--- src/rtl/ehgu_clkgate_pkg.sv ---
// Shared types and width helpers for the ehgu clock-gate enable controller.
package ehgu_clkgate_pkg;

  typedef enum logic [1:0] {ST_WAKE, ST_ON, ST_SREQ, ST_OFF} cg_state_e;

  // A counter that must hold the value n needs $clog2(n+1) bits, never fewer than 1.
  function automatic int cnt_width(input int n);
    return (n < 1) ? 1 : $clog2(n + 1);
  endfunction

endpackage

--- src/rtl/ehgu_clkgate_ctrl.sv ---
// Enable controller for ehgu_clkgate: idle detection, sleep handshake, wake
// sequencing and a saturating gate-event counter. All outputs are registered.
module ehgu_clkgate_ctrl
  import ehgu_clkgate_pkg::*;
#(
  parameter int IDLE_CYCLES = 16,
  parameter int WAKE_CYCLES = 2,
  parameter int CNT_W       = 16
) (
  input  logic             clk,
  input  logic             rst_n,
  input  logic             busy,
  input  logic             wake_req,
  input  logic             force_on,
  input  logic             sleep_ack,
  output logic             clken,
  output logic             sleep_req,
  output logic             clk_ready,
  output logic             gated,
  output logic [CNT_W-1:0] gate_events
);

  localparam int IDLE_W = cnt_width(IDLE_CYCLES);
  localparam int WAKE_W = cnt_width(WAKE_CYCLES);
  localparam logic [IDLE_W-1:0] IDLE_LAST = IDLE_W'(IDLE_CYCLES - 1);
  localparam logic [WAKE_W-1:0] WAKE_LAST = WAKE_W'(WAKE_CYCLES - 1);

  cg_state_e         state, state_n;
  logic [IDLE_W-1:0] idle_cnt, idle_n;
  logic [WAKE_W-1:0] wake_cnt, wake_n;
  logic [CNT_W-1:0]  events_n;
  logic              quiet;

  assign quiet = !busy && !wake_req && !force_on;

  always_comb begin
    state_n  = state;
    idle_n   = '0;
    wake_n   = '0;
    events_n = gate_events;
    unique case (state)
      ST_WAKE: begin
        wake_n = wake_cnt + WAKE_W'(1);
        if (wake_cnt == WAKE_LAST) begin
          state_n = ST_ON;
          wake_n  = '0;
        end
      end
      ST_ON: begin
        if (quiet) begin
          if (idle_cnt == IDLE_LAST) state_n = ST_SREQ;
          else                       idle_n  = idle_cnt + IDLE_W'(1);
        end
      end
      ST_SREQ: begin
        // Any activity aborts the request, even if the ack lands the same cycle.
        if (!quiet) begin
          state_n = ST_ON;
        end else if (sleep_ack) begin
          state_n  = ST_OFF;
          events_n = (&gate_events) ? gate_events : gate_events + CNT_W'(1);
        end
      end
      ST_OFF: begin
        if (wake_req || force_on) state_n = ST_WAKE;
      end
      default: state_n = ST_WAKE;
    endcase
  end

  // Outputs are decoded from the next state so each one is a plain flop.
  always_ff @(posedge clk or negedge rst_n) begin
    if (!rst_n) begin
      state       <= ST_WAKE;
      idle_cnt    <= '0;
      wake_cnt    <= '0;
      clken       <= 1'b1;
      sleep_req   <= 1'b0;
      clk_ready   <= 1'b0;
      gated       <= 1'b0;
      gate_events <= '0;
    end else begin
      state       <= state_n;
      idle_cnt    <= idle_n;
      wake_cnt    <= wake_n;
      clken       <= (state_n != ST_OFF);
      sleep_req   <= (state_n == ST_SREQ);
      clk_ready   <= (state_n == ST_ON) || (state_n == ST_SREQ);
      gated       <= (state_n == ST_OFF);
      gate_events <= events_n;
    end
  end

  a_ready_en: assert property (@(posedge clk) disable iff (!rst_n) clk_ready |-> clken);
  a_gated:    assert property (@(posedge clk) disable iff (!rst_n) gated == !clken);
  a_sreq_en:  assert property (@(posedge clk) disable iff (!rst_n) sleep_req |-> clken);

endmodule
--- config.mk ---
export PLATFORM = sky130hd
export DESIGN_NAME = ehgu_clkgate_ctrl
export DESIGN_NICKNAME = d
export VERILOG_FILES = /design/src/rtl/ehgu_clkgate_pkg.sv /design/src/rtl/ehgu_clkgate_ctrl.sv
export SDC_FILE = /design/constraint.sdc
export NUM_CORES = 1
export LEC_CHECK = 0
export BUFFER_PORTS_ARGS = -buffer_cell sky130_fd_sc_hd__buf_4
export CELL_PAD_IN_SITES_DETAIL_PLACEMENT = 1
export CELL_PAD_IN_SITES_GLOBAL_PLACEMENT = 1
export CORE_UTILIZATION = 45
export CTS_CLUSTER_SIZE = 30
export DETAILED_ROUTE_END_ITERATION = 8
export PLACE_DENSITY_LB_ADDON = 0.08
export SLEW_MARGIN = 20
export SYNTH_ARGS = -nofsm -noshare
export SYNTH_HDL_FRONTEND = slang
export SYNTH_SLANG_ARGS = --single-unit
--- constraint.sdc ---
create_clock -name clk -period 3.3 [get_ports clk]
set_input_delay 0.495 -clock clk [delete_from_list [all_inputs] [get_ports clk]]
set_output_delay 0.495 -clock clk [all_outputs]
set_load 0.02 [all_outputs]
==> tab_implementation.tex <==
\begin{tabular}{lr}
\hline
Metric & Value \\
\hline
\multicolumn{2}{l}{\textbf{Floorplanning}} \\
\quad Chip Width & 57.3 um \\
\quad Total Die Area & 0.00328 mm\^{}2 \\
\quad Core area & 0.00283 mm\^{}2 \\
\quad Die Y & 57.3 um \\
\quad Ports & 26 \\
\quad Initial cell density of the core & 0.486 \\
\quad Row cnt & 19 \\
\multicolumn{2}{l}{\textbf{Timing}} \\
\quad Final setup viols & 0 \\
\quad RSZ-0062 raised after global routing & false \\
\quad Accumulated negative setup slack & 0 ns \\
\quad Hold Violations, Final & 0 \\
\quad Worst slew pin tran & 0.612 ns \\
\quad Max-slew violation count & 0 \\
\quad Timing-limited maximum frequency & 507 MHz \\
\quad Post-route minimum period & 1.97 ns \\
\quad Worst Clk Skew & 0.00266 ns \\
\quad Final critical-path share of the clock period & 0.598 \\
\quad Relative slew margins & 0.589 \\
\multicolumn{2}{l}{\textbf{Worst setup path}} \\
\quad Crit start category & flip-flop \\
\quad Required time at the worst-slack endpoint & 3.52 ns \\
\quad Type of the worst setup path & flip-flop to flip-flop \\
\quad Kind of end point of the critical path & flip-flop \\
\quad Critical-path maximum fanout & 4 \\
\quad Signal arrival time at the worst endpoint & 2.19 ns \\
\multicolumn{2}{l}{\textbf{Clocking}} \\
\quad Clock buffer depth & 2 \\
\quad Number of clock sinks & 29 \\
\quad Library cell used as clock root buffer & clkbuf\_4 \\
\quad Latest clock arrival within the worst-skew pair & 0.33 ns \\
\quad Number of buffers inserted by post-CTS setup repair & 0 \\
\quad Hold buffers post-CTS & 0 \\
\quad Clock transition at the register clock pins on the worst setup and hold paths after CTS & 0.09 ns \\
\quad Number of buffers created by CTS & 5 \\
\quad Resize count post-CTS & 0 \\
\quad H-Tree Depth & 2 \\
\quad CTS tree & done \\
\multicolumn{2}{l}{\textbf{GRT}} \\
\quad Maximum number of pins on one net before global-route repair & 30 \\
\quad Via count of the first global-routing pass & 1,070 \\
\quad Initial antenna violation count & 0 \\
\quad Tot GR Track Use & 0.200 \\
\quad First-pass GRT wire length & 4840 um \\
\quad Grt total ovfl & 0 \\
\multicolumn{2}{l}{\textbf{Logic synthesis}} \\
\quad Number of distinct library cells after synthesis & 33 \\
\quad Net count of the mapped netlist & 131 \\
\quad Yosys synthesis warning count & 0 \\
\quad Avg Cell Area, Syn & 11.5 um\^{}2 \\
\quad Summed instance area of the synthesized netlist & 0.00138 mm\^{}2 \\
\quad Synthesized netlist cell count & 120 \\
\quad Number of synthesized register bits & 29 \\
\quad Part of the Yosys area used for sequential elements & 0.529 \\
\multicolumn{2}{l}{\textbf{Layout}} \\
\quad Share of cells above drive strength 1 & 0.267 \\
\quad ANT cells & 0 \\
\quad Number of nets in the finished design & 160 \\
\quad Area overhead of the layout relative to synthesis & 19.6\% \\
\quad Util after Layout & 0.581 \\
\quad Number of non-filler instances in the completed layout & 181 \\
\multicolumn{2}{l}{\textbf{Worst hold path}} \\
\quad Path type of the worst min-delay path & input port to asynchronous set/reset pin \\
\multicolumn{2}{l}{\textbf{Detailed routing}} \\
\quad Count of vias placed by the detailed router & 1,028 \\
\quad Remaining DRCs & 4 \\
\quad Number of nets still failing antenna checks after routing & 0 \\
\quad Routed vias/inst & 5.68 \\
\quad Number of optimization iterations in the first detailed-route pass & 6 \\
\quad Post-DR wirelength/cell & 15.1 um \\
\quad Initial DRC Count & 19 \\
\quad Drt total wl & 2740 um \\
\multicolumn{2}{l}{\textbf{Power and ir drop}} \\
\quad Maximum ir drop on the vdd rail & 0.208 mV \\
\quad Total power divided by cell area & 377 mW/mm\^{}2 \\
\quad Leakage & 0.810 nW \\
\multicolumn{2}{l}{\textbf{Placement}} \\
\quad Routability congestion estimate & 0.727 \\
\quad Port Buffers & 25 \\
\quad Number of cells in the design after placement & 173 \\
\quad Detailed-placement wirelength estimate & 2060 um \\
\multicolumn{2}{l}{\textbf{Flow run}} \\
\quad MaxCap Viol Count & 0 \\
\multicolumn{2}{l}{\textbf{Outcome}} \\
\quad Violations in the final reports & design-rule violations \\
\quad Status & finished with violations \\
\hline
\end{tabular}
-- registers in the layout (all words and copies together) (netlist names) --
register	count
clk_ready	1
clken	1
gate_events	16
gated	1
idle_cnt	5
sleep_req	1
state	2
wake_cnt	2
-- layer usage --
metal	vias up	global-route usage	share of wire
li1	487	-	-
met5	-	0	0
met2	23	0.331	0.50
met3	6	0.0635	0.048
met4	0	0.0836	0.021
met1	512	0.241	0.44
-- cells in the mapped netlist --
master,instances,area (um^2)
inv_1,3,11.3
a22oi_1,2,15.0
xor2_1,9,78.8
or2_0,1,6.26
or4_2,1,8.76
a211oi_1,1,7.51
o31ai_1,1,7.51
a21oi_1,1,5.00
or4_4,1,11.3
buf_6,2,22.5
nor4b_4,1,23.8
nand4_1,5,31.3
nor4_1,2,12.5
and4_1,3,26.3
nor3b_1,2,15.0
dfstp_2,1,26.3
and2_1,3,18.8
nor3_1,7,35.0
o21ai_0,4,20.0
o2111ai_1,1,8.76
ha_1,5,62.6
nand3_1,9,45.0
buf_2,1,5.00
mux2_2,1,11.3
and3_1,3,18.8
or3b_2,1,8.76
nand2_1,4,15.0
or3_1,1,6.26
dfrtp_1,28,701
nor2_1,6,22.5
xnor2_1,8,70.1
nand3b_1,1,7.51
and4_2,1,10.0
-- cell usage in the layout (no fill, tap or decap), types with 4 or more instances in the layout --
cell type and instances:
nand4_1 5, xor2_1 9, dfrtp_1 28, ha_1 5
o21ai_0 4, nand3_1 9, nand2_1 4, nor2_1 6
buf_4 25, nor3_1 7, clkbuf_4 5, xnor2_1 8
-- where the power goes --
| part | total (W) | internal, W | switching, W |
|---|---|---|---|
| Combinational | 0.0000165 | 0.00000555 | 0.0000109 |
| Clock | 0.000247 | 0.000123 | 0.000124 |
| Sequential | 0.000356 | 0.000356 | 0.000000465 |
| Total | 0.000620 | 0.000485 | 0.000135 |
-- cell type report --
| type | instances | area (um^2) |
|---|---|---|
| clock buffers | 7 | 65.1 |
| clock inverters | 1 | 5.00 |
| fillers | 331 | 1180 |
| inverters | 3 | 11.3 |
| multi-input cells | 85 | 609 |
| flip-flops and latches | 29 | 727 |
| well taps | 31 | 38.8 |
| repair buffers | 25 | 188 |
-- worst paths after layout --
path | from | to | slack [ns] | depth (start not counted)
max in group asynchronous | rst_n | clken | 2.92 | 1
min in group clk | wake_req | state[1] | 0.41 | 2
setup reg to reg | idle_cnt[0] | clk_ready | 1.33 | 6
setup / recovery | idle_cnt[0] | clk_ready | 1.33 | 6
hold / removal | rst_n | sleep_req | 0.07 | 1
hold reg to reg | idle_cnt[0] | idle_cnt[0] | 0.48 | 1
-- kinds of logic after synthesis --
logic type	count (synthesis)	synth area share
simple gates	52	0.235
flops	29	0.529
xor+xnor	17	0.108
compound gates	10	0.0464
buf+inv	6	0.0282
fa+ha+maj	5	0.0455
mux	1	0.00819
-- critical path, stage by stage (launching register included) --
cell and delay [ns]:
dfrtp_1 0.38, ha_1 0.20, nand3_1 0.12, nor2_1 0.20, nand3_1 0.10, a211oi_1 0.54, ha_1 0.33
-- metrics by stage --
step / hold slack (ns) / power, W / setup WS (ns) / cell area, um^2
after floorplan: 0.199 / 0.000367 / 1.24 / 1380
after global placement: 0.433 / 0.000380 / 1.11 / 1570
after detailed placement: 0.441 / 0.000380 / 1.04 / 1570
after CTS: 0.0696 / 0.000632 / 1.30 / 1640
after global routing: 0.0840 / 0.000645 / 1.10 / 1640
final: 0.0733 / 0.000620 / 1.33 / 1640
Power figures use the tool's default switching activity.
